$ cat src/rtl/img_sched.sv
// Capture/readout scheduler in front of the image controller: serializes commands,
// ping-pongs the two RAM blocks, validates captures and bounds each operation with a timeout.
module img_sched #(
  parameter  int unsigned ClkFreq       = 24_000_000,
  parameter  int unsigned ImgPixelCount = 4096*4096,
  parameter  int unsigned TimeoutMs     = 1000,
  localparam int unsigned PxW           = (ImgPixelCount < 1) ? 1 : $clog2(ImgPixelCount + 1)
) (
  input  logic           clk,
  input  logic           rst,
  input  logic           req_capture,
  input  logic           req_skipCount,
  input  logic           req_readout,
  input  logic           rd_done,
  output logic           img_cmd_capture,
  output logic           img_cmd_readout,
  output logic           img_cmd_ramBlock,
  output logic           img_cmd_skipCount,
  input  logic           img_status_captureDone,
  input  logic [PxW-1:0] img_status_capturePixelCount,
  input  logic [17:0]    img_status_captureHighlightCount,
  input  logic [17:0]    img_status_captureShadowCount,
  output logic           busy,
  output logic           status_captureDone,
  output logic           status_captureOk,
  output logic           status_timeout,
  output logic           status_valid,
  output logic           status_validBlock,
  output logic [17:0]    status_highlightCount,
  output logic [17:0]    status_shadowCount,
  output logic           status_readoutDone,
  output logic           status_readoutRejected
);

  localparam int unsigned     TimeoutCycles = (ClkFreq / 1000) * TimeoutMs;
  localparam int unsigned     TmrW          = (TimeoutCycles < 2) ? 1 : $clog2(TimeoutCycles + 1);
  localparam logic [TmrW-1:0] TmrLast       = TmrW'(TimeoutCycles - 1);
  localparam logic [PxW-1:0]  PxGood        = PxW'(ImgPixelCount);

  typedef enum logic [2:0] {
    Idle,
    CapIssue,
    CapWait,
    RdIssue,
    RdWait
  } state_t;

  state_t          state, state_nx;
  logic            armed;
  logic            hist_cap, hist_rd, hist_rddone, hist_cdone;
  logic            cap_pend, cap_pend_nx;
  logic            rd_pend, rd_pend_nx;
  logic [TmrW-1:0] tmr, tmr_nx;

  logic        cmd_capture_nx, cmd_readout_nx, cmd_block_nx, cmd_skip_nx;
  logic        cap_done_nx, cap_ok_nx, timeout_nx, valid_nx, valid_blk_nx;
  logic [17:0] hl_nx, sh_nx;
  logic        rd_done_t_nx, rd_rej_nx;

  // Pulses are suppressed on the first cycle after reset while history resyncs to the inputs.
  logic cap_pls, rd_pls, rddone_pls, cdone_pls;
  assign cap_pls    = armed & (req_capture != hist_cap);
  assign rd_pls     = armed & (req_readout != hist_rd);
  assign rddone_pls = armed & (rd_done != hist_rddone);
  assign cdone_pls  = armed & (img_status_captureDone != hist_cdone);

  assign busy = (state != Idle);

  always_comb begin
    state_nx       = state;
    cap_pend_nx    = cap_pend;
    rd_pend_nx     = rd_pend;
    tmr_nx         = tmr;
    cmd_capture_nx = img_cmd_capture;
    cmd_readout_nx = img_cmd_readout;
    cmd_block_nx   = img_cmd_ramBlock;
    cmd_skip_nx    = img_cmd_skipCount;
    cap_done_nx    = status_captureDone;
    cap_ok_nx      = status_captureOk;
    timeout_nx     = status_timeout;
    valid_nx       = status_valid;
    valid_blk_nx   = status_validBlock;
    hl_nx          = status_highlightCount;
    sh_nx          = status_shadowCount;
    rd_done_t_nx   = status_readoutDone;
    rd_rej_nx      = status_readoutRejected;

    unique case (state)
      Idle: begin
        if (rd_pend) begin
          rd_pend_nx = 1'b0;
          if (!status_valid) begin
            rd_rej_nx = ~status_readoutRejected;
          end else begin
            cmd_block_nx = status_validBlock;
            state_nx     = RdIssue;
          end
        end else if (cap_pend) begin
          cap_pend_nx  = 1'b0;
          cmd_block_nx = ~status_validBlock;
          cmd_skip_nx  = req_skipCount;
          state_nx     = CapIssue;
        end
      end
      CapIssue: begin
        cmd_capture_nx = ~img_cmd_capture;
        tmr_nx         = '0;
        state_nx       = CapWait;
      end
      CapWait: begin
        if (cdone_pls) begin
          if (img_status_capturePixelCount == PxGood) begin
            valid_nx     = 1'b1;
            valid_blk_nx = img_cmd_ramBlock;
            hl_nx        = img_status_captureHighlightCount;
            sh_nx        = img_status_captureShadowCount;
          end
          cap_ok_nx   = (img_status_capturePixelCount == PxGood);
          timeout_nx  = 1'b0;
          cap_done_nx = ~status_captureDone;
          state_nx    = Idle;
        end else if (tmr == TmrLast) begin
          cap_ok_nx   = 1'b0;
          timeout_nx  = 1'b1;
          cap_done_nx = ~status_captureDone;
          state_nx    = Idle;
        end else if (tmr != '1) begin
          tmr_nx = tmr + TmrW'(1);
        end
      end
      RdIssue: begin
        cmd_readout_nx = ~img_cmd_readout;
        tmr_nx         = '0;
        state_nx       = RdWait;
      end
      RdWait: begin
        if (rddone_pls) begin
          timeout_nx   = 1'b0;
          rd_done_t_nx = ~status_readoutDone;
          state_nx     = Idle;
        end else if (tmr == TmrLast) begin
          timeout_nx   = 1'b1;
          rd_done_t_nx = ~status_readoutDone;
          state_nx     = Idle;
        end else if (tmr != '1) begin
          tmr_nx = tmr + TmrW'(1);
        end
      end
      default: state_nx = Idle;
    endcase

    // A request arriving in the same cycle Idle consumes the previous one stays pending.
    if (cap_pls) cap_pend_nx = 1'b1;
    if (rd_pls)  rd_pend_nx  = 1'b1;
  end

  always_ff @(posedge clk or posedge rst) begin
    if (rst) begin
      state                  <= Idle;
      armed                  <= 1'b0;
      hist_cap               <= 1'b0;
      hist_rd                <= 1'b0;
      hist_rddone            <= 1'b0;
      hist_cdone             <= 1'b0;
      cap_pend               <= 1'b0;
      rd_pend                <= 1'b0;
      tmr                    <= '0;
      img_cmd_capture        <= 1'b0;
      img_cmd_readout        <= 1'b0;
      img_cmd_ramBlock       <= 1'b0;
      img_cmd_skipCount      <= 1'b0;
      status_captureDone     <= 1'b0;
      status_captureOk       <= 1'b0;
      status_timeout         <= 1'b0;
      status_valid           <= 1'b0;
      status_validBlock      <= 1'b0;
      status_highlightCount  <= '0;
      status_shadowCount     <= '0;
      status_readoutDone     <= 1'b0;
      status_readoutRejected <= 1'b0;
    end else begin
      state                  <= state_nx;
      armed                  <= 1'b1;
      hist_cap               <= req_capture;
      hist_rd                <= req_readout;
      hist_rddone            <= rd_done;
      hist_cdone             <= img_status_captureDone;
      cap_pend               <= cap_pend_nx;
      rd_pend                <= rd_pend_nx;
      tmr                    <= tmr_nx;
      img_cmd_capture        <= cmd_capture_nx;
      img_cmd_readout        <= cmd_readout_nx;
      img_cmd_ramBlock       <= cmd_block_nx;
      img_cmd_skipCount      <= cmd_skip_nx;
      status_captureDone     <= cap_done_nx;
      status_captureOk       <= cap_ok_nx;
      status_timeout         <= timeout_nx;
      status_valid           <= valid_nx;
      status_validBlock      <= valid_blk_nx;
      status_highlightCount  <= hl_nx;
      status_shadowCount     <= sh_nx;
      status_readoutDone     <= rd_done_t_nx;
      status_readoutRejected <= rd_rej_nx;
    end
  end

endmodule

$ cat config.mk
export PLATFORM = sky130hd
export DESIGN_NAME = img_sched
export DESIGN_NICKNAME = d
export VERILOG_FILES = /design/src/rtl/img_sched.sv
export SDC_FILE = /design/constraint.sdc
export NUM_CORES = 1
export LEC_CHECK = 0
export ABC_AREA = 1
export CORE_UTILIZATION = 52
export CTS_CLUSTER_SIZE = 10
export DETAILED_ROUTE_END_ITERATION = 12
export PLACE_DENSITY = 0.85
export SLEW_MARGIN = 30
export SYNTH_ARGS = -nofsm -noshare
export SYNTH_HDL_FRONTEND = slang
export SYNTH_SLANG_ARGS = --single-unit
$ cat constraint.sdc
create_clock -name clk -period 7.5 [get_ports clk]
set_clock_uncertainty 0.15 [all_clocks]
set_input_delay 0.75 -clock clk [delete_from_list [all_inputs] [get_ports clk]]
set_output_delay 0.75 -clock clk [all_outputs]
set_load 0.02 [all_outputs]
# ---- Yosys cells after proc, flatten, opt, wreduce, memory -nomap -nowiden
# Index checks and enable logic that the tools add are counted.
dict set report op_classes {
  n_mux 30
  reduce_logical 19
  n_addsub 1
  eq_ne 17
  n_bitwise 12
}
# op n
set ops {}
lappend ops {{two-way mux 25 bit} 4}
lappend ops {{one-hot mux 25 bit (3 select lines)} 1}
lappend ops {{== test 25 bit, second input constant} 2}
lappend ops {{adder 25 x 1 -> 25 bit, second input constant} 1}
lappend ops {{!= test 25 bit, second input constant} 1}
lappend ops {{two-way mux 3 bit} 6}
lappend ops {{two-way mux 1 bit} 17}
lappend ops {{one-hot mux 3 bit (5 select lines)} 1}
lappend ops {{AND reduction 3 bit} 5}
lappend ops {{nonzero test 2 bit} 6}
lappend ops {{NOT 1 bit} 8}
lappend ops {{AND reduction 2 bit} 4}
lappend ops {{== test 3 x 2 -> 1 bit, second input constant} 2}
lappend ops {{!= test 2 bit, second input constant} 3}
lappend ops {{!= test 3 bit, second input constant} 2}
lappend ops {{nonzero test 3 bit} 2}
lappend ops {{AND 1 bit} 4}
lappend ops {{!= test 1 bit} 4}
lappend ops {{== test 3 x 1 -> 1 bit, second input constant} 1}
lappend ops {{== test 3 bit, second input constant} 1}
lappend ops {{logical NOT 3 bit} 1}
lappend ops {{!= test 2 x 1 -> 1 bit, second input constant} 1}
lappend ops {{one-hot mux 1 bit (2 select lines)} 1}
lappend ops {{OR reduction 2 bit} 1}
dict set report totals {
  in_bits 68
  wordCells 101
  output_inout_bits 48
  regBits 82
}

# ---- Depth between registers and ports, before layout
# Gate-level depths: netlist (run 1).
dict set report logic_depth {
  word_depth 5
  mapped_depth 12
  ltp_nobuf 11
}

# ---- Worst setup path before layout (run 1)
# No wires, ideal clock.
dict set report synth_path {
  path_type {input-to-reg}
  start {in img_status_capturePixelCount[7]}
  end {reg status_highlightCount[11]}
  path_slack_ps 5382
  arrival_ps 1851
  setup_time_ps 117
  cell_stages 9
  n_path_buf 2
  t_required_ps 7233
  cell_sequence {or2_2 nor3_1 nand3_1 nor2_2 inv_2 buf_2 buf_6 nand2_1 nand2_1}
}
dict set report synth_via {
  elab_chain_len 2
}
# item line_no
set synth_lines {}
lappend synth_lines {{start, declared} 20} ;# input logic [PxW-1:0] img_status_capturePixelCount,
lappend synth_lines {{== test 25 bit} 112} ;# if (img_status_capturePixelCount == PxGood) begin
lappend synth_lines {{AND reduction 3 bit (no source line)} n/a}
lappend synth_lines {{end signal, assigned} 200} ;# status_highlightCount <= hl_nx;
lappend synth_lines {{end, declared} 29} ;# output logic [17:0] status_highlightCount,
# No other way between the ends.
# A chain may end at the register's enable or synchronous reset.

# ---- Final worst setup path (run 1)
dict set report layout_path {
  start {reg state[0]}
  end {out busy}
}
dict set report layout_via {
  elab_chain_len 1
}
# item line_no
set layout_lines {}
lappend layout_lines {{start, declared} 48} ;# state_t state, state_nx;
lappend layout_lines {{start signal, assigned} 159} ;# state <= Idle;
lappend layout_lines {{start signal, assigned} 182} ;# state <= state_nx;
lappend layout_lines {{nonzero test 3 bit} 67} ;# assign busy = (state != Idle);
lappend layout_lines {{end, declared} 23} ;# output logic busy,
# No other way between the ends.

==> summary.txt, run 1 <==
Worst hold path
  • Hold Path Class: reg -> reg
  • Hold_sp: status_captureDone

Final layout
  • Multi-input logic area: 1960 µm²
  • Reg area: 2050 µm²
  • Util after Layout: 0.729
  • Layout cell share with drive strength beyond 1: 0.0628
  • Nets: 765
  • Antenna cell count: 0
  • Area growth syn-to-layout: 33.8%
  • Finished Cell Area: 5720 µm²
  • Filler instances: 608

Die
  • # rows: 32
  • Initial Utilization: 0.545
  • DIE AREA: 8590 µm²
  • Height of the die: 92.7 µm
  • Die width: 92.7 µm
  • Number of I/O pins: 116
  • Core area: 7850 µm²

CTS
  • PostCTS Resize Cnt: 0
  • Hold buffer count at cts: 0
  • CTS Root Cell: clkbuf_8
  • Post-CTS setup buffers: 0
  • H-Tree Level Count: 3
  • TritonCTS clock tree: done
  • Clk sinks: 82
  • CTS max path bufs: 2
  • Reg clk slew, reported paths: 0.09 ns
  • CTS buffer count: 9
  • Clk_lat worst skew: 0.35 ns

Global route
  • Grt ovf: 0
  • Antenna violations before repair: 0
  • Global-route wire length before repair: 17800 µm
  • Largest net degree at the start of global routing: 54
  • Vias in the first global route: 3988
  • Gr usage total: 0.265

Timing
  • Worst rel slew slack: 0.597
  • Final setup vio count: 0
  • Setup TNS: 0 ns
  • Max-slew violation count: 0
  • Post-route clock period utilization: 0.387
  • Hold Vio Cnt, Final: 0
  • Slew @ Worst Pin: 0.603 ns
  • Unrepaired setup endpoints after global routing: false
  • F_max: 344 MHz
  • Crit path time final: 2.91 ns

Power
  • Cell Pwr Density: 224 nW/µm²
  • VDD IR-drop max: 0.000143 V
  • Design Power: 1.28 mW
  • Leakage: 2.78 nW

Worst setup path
  • Max stage delay on crit path: 0.56 ns
  • Slowest stage cell on the critical path: clkdlybuf4s50_1
  • CP endpoint kind: output pin
  • Crit path DAT: 2.01 ns
  • CP max FO: 6
  • CP Cell Sequence: inv_1, nand2_1, nor2_1, inv_1, clkdlybuf4s50_1
  • CP most frequent cell: inv_1
  • Crit path launch type: flop
  • Crit path kind: reg -> out
  • R2r startpoint: state[2]
  • Crit path from: state[0]
  • Worst path top cell family by delay: buffers and inverters
  • Critical Path RT: 6.60 ns
  • CP bufs+invs: 3

Placement
  • Post-DP HPWL: 7850 µm
  • Placed cell areas: 5500 µm²
  • Gpl congestion: 0.954
  • I/O Buffers: 115

Logic synthesis
  • Top_reg_cell synth: dfrtp_1
  • FF+latch count, synth: 82
  • Count of different cell masters after synthesis: 33
  • Largest family of logic cells by synthesized area: simple AND/OR/NAND/NOR gates
  • Synth warn: 0
  • Post-synthesis xor/xnor area fraction: 0.0328
  • Seq/Total Area, Yosys: 0.480
  • Post-synthesis mux area share: 0.00263
  • Post-synthesis compound-gate area fraction: 0.0237
  • Number of synthesized flops with an enable pin: 0
  • Simple-gate share of the synthesized area: 0.396
  • Post-Syn Instances: 581
  • Mapped Area: 4280 µm²
  • Syn Area/Cell: 7.36 µm²
  • FFs w/ async S/R, synth: 1.00
  • Syn Nets: 650
  • Adder-cell share of the synthesized area: 0.00293

Route
  • WL/cell: 13.3 µm
  • Drt pass-1 iters: 5
  • Antenna viol nets, final: 0
  • Via density: 5.01
  • DR DRC count: 0
  • Violation count after the first detailed-route iteration: 194
  • Post-Route WL: 10700 µm
  • DR vias: 4023

Job
  • Total of max-cap violations: 0

Outcome
  • Outcome: completed
==> cells in the mapped netlist, types with 3 or more instances <==
library cell,instances,area share
or2_2,5,0.0073
nor2_2,6,0.0088
nand2_1,253,0.22
nand3_1,49,0.057
buf_6,4,0.011
inv_2,3,0.0026
nand2_4,3,0.0079
buf_4,4,0.0070
xnor2_1,4,0.0082
nor2_1,76,0.067
inv_1,40,0.035
buf_2,4,0.0047
xor2_1,12,0.025
a21oi_1,4,0.0047
dfrtp_1,82,0.48
o21ai_0,9,0.011
==> routing by layer <==
layer | GRT usage | share of wire | vias up
met2 | 0.441 | 0.48 | 146
li1 | - | - | 2006
met4 | 0.121 | 0.032 | 0
met5 | 0 | 0 | -
met1 | 0.321 | 0.41 | 1845
met3 | 0.0722 | 0.075 | 26
==> power breakdown <==
group,internal (mW),switching (mW)
logic,0.148,0.237
clock network,0.191,0.173
registers,0.486,0.0444
total,0.824,0.455
==> layout by cell type (no fill, tap or decap), drive strengths merged <==
| cell | count |
|---|---|
| buf | 3 |
| o21ai | 9 |
| nor2 | 84 |
| nand3 | 49 |
| xor2 | 12 |
| ha | 1 |
| clkinv | 4 |
| clkdlybuf4s50 | 115 |
| nand3b | 2 |
| nor3 | 3 |
| a21oi | 4 |
| mux2 | 1 |
| nand2 | 258 |
| o21a | 1 |
| and2 | 1 |
| o21bai | 1 |
| conb | 1 |
| a31oi | 1 |
| inv | 44 |
| bufinv | 2 |
| and3 | 1 |
| clkbuf | 9 |
| dfrtp | 82 |
| nand4 | 2 |
| xnor2 | 4 |
| or2 | 6 |
| nor3b | 1 |
==> cell families (layout without fill, tap and decap cells) <==
group / after synthesis / count (layout)
adder cells (fa/ha/maj): 1 / 1
AND/OR/NAND/NOR: 407 / 407
buffers and inverters: 57 / 177
flip-flops: 82 / 82
AO/OA/AOI/OAI: 16 / 16
XOR/XNOR: 16 / 16
other: 1 / 1
multiplexers: 1 / 1
==> stage by stage <==
step	std cells	worst slack, ns	hold slack, ns
2_1_floorplan	581	4.49	0.333
3_3_place_gp	786	4.52	0.303
3_5_place_dp	787	4.46	0.309
4_1_cts	803	4.60	0.323
5_1_grt	803	4.48	0.344
6_report	803	4.59	0.321
==> flip-flops by register name, summed over array words and instances, names as in the netlist, 3 cells and up <==
signal	flops
tmr	25
status_highlightCount	18
status_shadowCount	18
state	3
==> worst paths after layout <==
check / to / slack (ns) / depth (start not counted)
min reg2reg: status_captureDone / 0.32 / 1
min: status_captureDone / 0.32 / 1
max reg2reg: tmr[14] / 5.14 / 6
max: busy / 4.59 / 5
max in group asynchronous: status_highlightCount[1] / 5.98 / 4
min in group asynchronous: status_highlightCount[6] / 0.63 / 3
==> final cells by class <==
| class | count | share of cell area |
|---|---|---|
| flip-flops and latches | 82 | 0.359 |
| multi-input cells | 442 | 0.343 |
| repair buffers | 118 | 0.209 |
| inverters | 43 | 0.0284 |
| well taps | 102 | 0.0223 |
| clock buffers | 9 | 0.0217 |
| clock inverters | 7 | 0.0175 |
No activity file was read; power rests on OpenSTA's default activity.
==> run 2, diff against run 1 <==
--- a/config.mk
+++ b/config.mk
@@ -6,10 +6,10 @@
 export NUM_CORES = 1
 export LEC_CHECK = 0
 export ABC_AREA = 1
-export CORE_UTILIZATION = 52
+export CORE_UTILIZATION = 44
 export CTS_CLUSTER_SIZE = 10
 export DETAILED_ROUTE_END_ITERATION = 12
-export PLACE_DENSITY = 0.85
+export PLACE_DENSITY = 0.77
 export SLEW_MARGIN = 30
 export SYNTH_ARGS = -nofsm -noshare
 export SYNTH_HDL_FRONTEND = slang
==> constraint.sdc (replaced) <==
create_clock -name clk -period 2.48 [get_ports clk]
set_clock_uncertainty 0.15 [all_clocks]
set_input_delay 0.248 -clock clk [delete_from_list [all_inputs] [get_ports clk]]
set_output_delay 0.248 -clock clk [all_outputs]
set_load 0.02 [all_outputs]
==> run 2 against run 1 <==
Clock power increased to 2.8 times the previous value. Core utilization decreased by 11 points. Sequential cell count unchanged. Worst setup slack got worse by 4.3 ns. First-iteration DRC count increased by 17%. Critical path depth increased by 6. Non-clock buffer count increased by 2. Sequential share of layout area decreased by 0.14 points. Critical endpoint is now tmr[19]. Highest routed layer unchanged.
==> summary.txt, run 2 (synthesized netlist as in run 1, its figures left out) <==
Global route
  • Antenna violations before repair: 0 (unchanged)
  • Gr usage total: 0.231 (-0.0344)
  • Largest net degree at the start of global routing: 83 (+54%)
  • Grt ovf: 0 (unchanged)
  • Global-route wire length before repair: 18500 µm (+3.8%)
  • Vias in the first global route: 4077 (+2.2%)

Final layout
  • Most common cell after layout, fill and taps aside: nand2_1
  • Antenna cell count: 0 (unchanged)
  • Biggest regs: tmr x25, status_highlightCount x18, status_shadowCount x18
  • Layout cell share with drive strength beyond 1: 0.0640 (+0.00124)
  • Number of flip-flops in the largest register: 25 (unchanged)
  • Commonest non-fill, non-tap cells in the layout: nand2_1 (253), clkdlybuf4s50_1 (115), dfrtp_1 (82)
  • Util after Layout: 0.616 (-0.113)
  • Largest Register: tmr
  • Area growth syn-to-layout: 34.3%
  • Nets: 767 (+0.26%)
  • Finished Cell Area: 5740 µm² (+0.39%)

Route
  • Via density: 4.73 (-5.5%)
  • Antenna viol nets, final: 0 (unchanged)
  • Post-Route WL: 10600 µm (-0.88%)
  • Drt pass-1 iters: 5 (unchanged)
  • DR DRC count: 0 (unchanged)
  • WL/cell: 12.7 µm (-4.3%)
  • DR vias: 3939 (-2.1%)
  • Violation count after the first detailed-route iteration: 227 (+17%)

Timing
  • Final setup vio count: 0 (unchanged)
  • Worst rel slew slack: 0.566 (-0.0311)
  • F_max: 449 MHz
  • Setup TNS: 0 ns (unchanged)
  • Post-route clock period utilization: 0.898
  • Hold Vio Cnt, Final: 0 (unchanged)
  • Slew @ Worst Pin: 0.650 ns (+0.0465 ns)
  • Max-slew violation count: 0 (unchanged)
  • Crit path time final: 2.23 ns
  • Unrepaired setup endpoints after global routing: false
  • Worst setup margin: 0.252 ns (-4.34 ns)

Outcome
  • Outcome: completed

CTS
  • CTS buffer count: 9 (unchanged)
  • Clk sinks: 82 (unchanged)
  • CTS max path bufs: 2 (unchanged)
  • Reg clk slew, reported paths: 0.09 ns (about the same)
  • TritonCTS clock tree: done
  • Hold buffer count at cts: 0 (unchanged)
  • Post-CTS setup buffers: 0 (unchanged)
  • CTS Root Cell: clkbuf_8
  • H-Tree Level Count: 3 (unchanged)
  • PostCTS Resize Cnt: 0 (unchanged)
  • Clk_lat worst skew: 0.36 ns (about the same)

Power
  • Switching power: 1.37 mW (+200%)
  • Design Power: 3.81 mW (+200%)
  • Leakage: 2.76 nW (-0.43%)
  • Clk pwr share: 0.263 (-0.021)
  • Switch share: 0.360 (+0.00502)
  • Cell Pwr Density: 663 nW/µm² (+200%)
  • Logic gate share of total power: 0.317 (+0.016)
  • VDD IR-drop max: 0.000435 V (+200%)
  • Share of power burned in registers: 0.420 (+0.006)
  • Internal Pwr Total: 2.43 mW (+200%)

Worst setup path
  • R2r setup slk: 0.25 ns (-4.89 ns)
  • R2r startpoint: tmr[0]
  • Crit path launch type: flop
  • Crit path kind: reg -> reg
  • Crit path from: tmr[0]
  • Setup crit end: tmr[19]
  • CP max FO: 24 (+18)
  • Critical Path RT: 2.62 ns (-3.98 ns)
  • CP endpoint kind: flop
  • R2R Path End: tmr[19]
  • R2R cell count: 11 (+5)
  • Crit path DAT: 2.37 ns (+0.36 ns)

Worst hold path
  • Hold Path Class: in -> async

Job
  • Total of max-cap violations: 0 (unchanged)

Placement
  • Placed cell areas: 5540 µm² (+0.80%)
  • Post-DP HPWL: 7720 µm (-1.6%)
  • Gpl congestion: 0.939 (-1.6%)
  • Pre-CTS WS: 0.280 ns (-4.18 ns)
  • I/O Buffers: 115 (unchanged)

Die
  • Initial Utilization: 0.458 (-0.0865)
  • Number of I/O pins: 116 (unchanged)
  • # rows: 35 (+9.4%)
  • Height of the die: 101 µm (+8.5%)
  • Core area: 9330 µm² (+19%)
  • Die width: 101 µm (+8.5%)
  • DIE AREA: 10100 µm² (+18%)
## run 2: worst max-delay path: stages, from the launching register on
cell     delay [ns]
dfrtp_1        0.45
ha_1           0.31
nand2_2        0.11
nor2_4         0.16
nand2_4        0.09
nor2_2         0.13
nand3_1        0.09
nand2_2        0.09
nand2_4        0.14
nand2_4        0.26
nand2_1        0.09
nand2_1        0.08
## run 2: worst min-delay path by stage
stage	start	endpoint	slack (ns)	depth (start not counted)
detailed placement	status_highlightCount[10]	status_highlightCount[10]	0.31	2
global route	rst	status_highlightCount[3]	0.22	3
floorplan	req_capture	hist_cap	0.13	0
finish	rst	status_highlightCount[3]	0.20	3
global placement	status_highlightCount[12]	status_highlightCount[12]	0.30	2
CTS	req_capture	hist_cap	0.20	1
## run 2: layer usage
layer	part of all wire	wire, µm	track usage
met1	0.44	4610	0.282
met2	0.45	4800	0.371
met3	0.094	988	0.0985
met4	0.015	157	0.0680
met5	0	0	0
## run 2: layout make-up
| cell class | count | area [µm²] |
|---|---|---|
| Clock buffer | 10 | 128 |
| Clock inverter | 6 | 75.1 |
| Fill cell | 842 | 3580 |
| Inverter | 43 | 165 |
| Multi-Input combinational cell | 442 | 1960 |
| Sequential cell | 82 | 2050 |
| Tap cell | 129 | 161 |
| Timing Repair Buffer | 120 | 1200 |
## run 2: power groups by stage
| stage | logic, mW | registers (mW) | clock network [mW] |
|---|---|---|---|
| floorplan | 0.746 | 1.67 | 0 |
| global placement | 1.19 | 1.62 | 0 |
| detailed placement | 1.22 | 1.62 | 0 |
| CTS | 1.23 | 1.60 | 1.03 |
| global route | 1.35 | 1.62 | 1.09 |
| finish | 1.21 | 1.60 | 1.00 |
## run 2: stage by stage
stage	hold slack [ns]	std cells
after CTS	0.202	832
final	0.199	832
after floorplan	0.129	581
after global placement	0.304	816
after global routing	0.220	832
after detailed placement	0.307	816
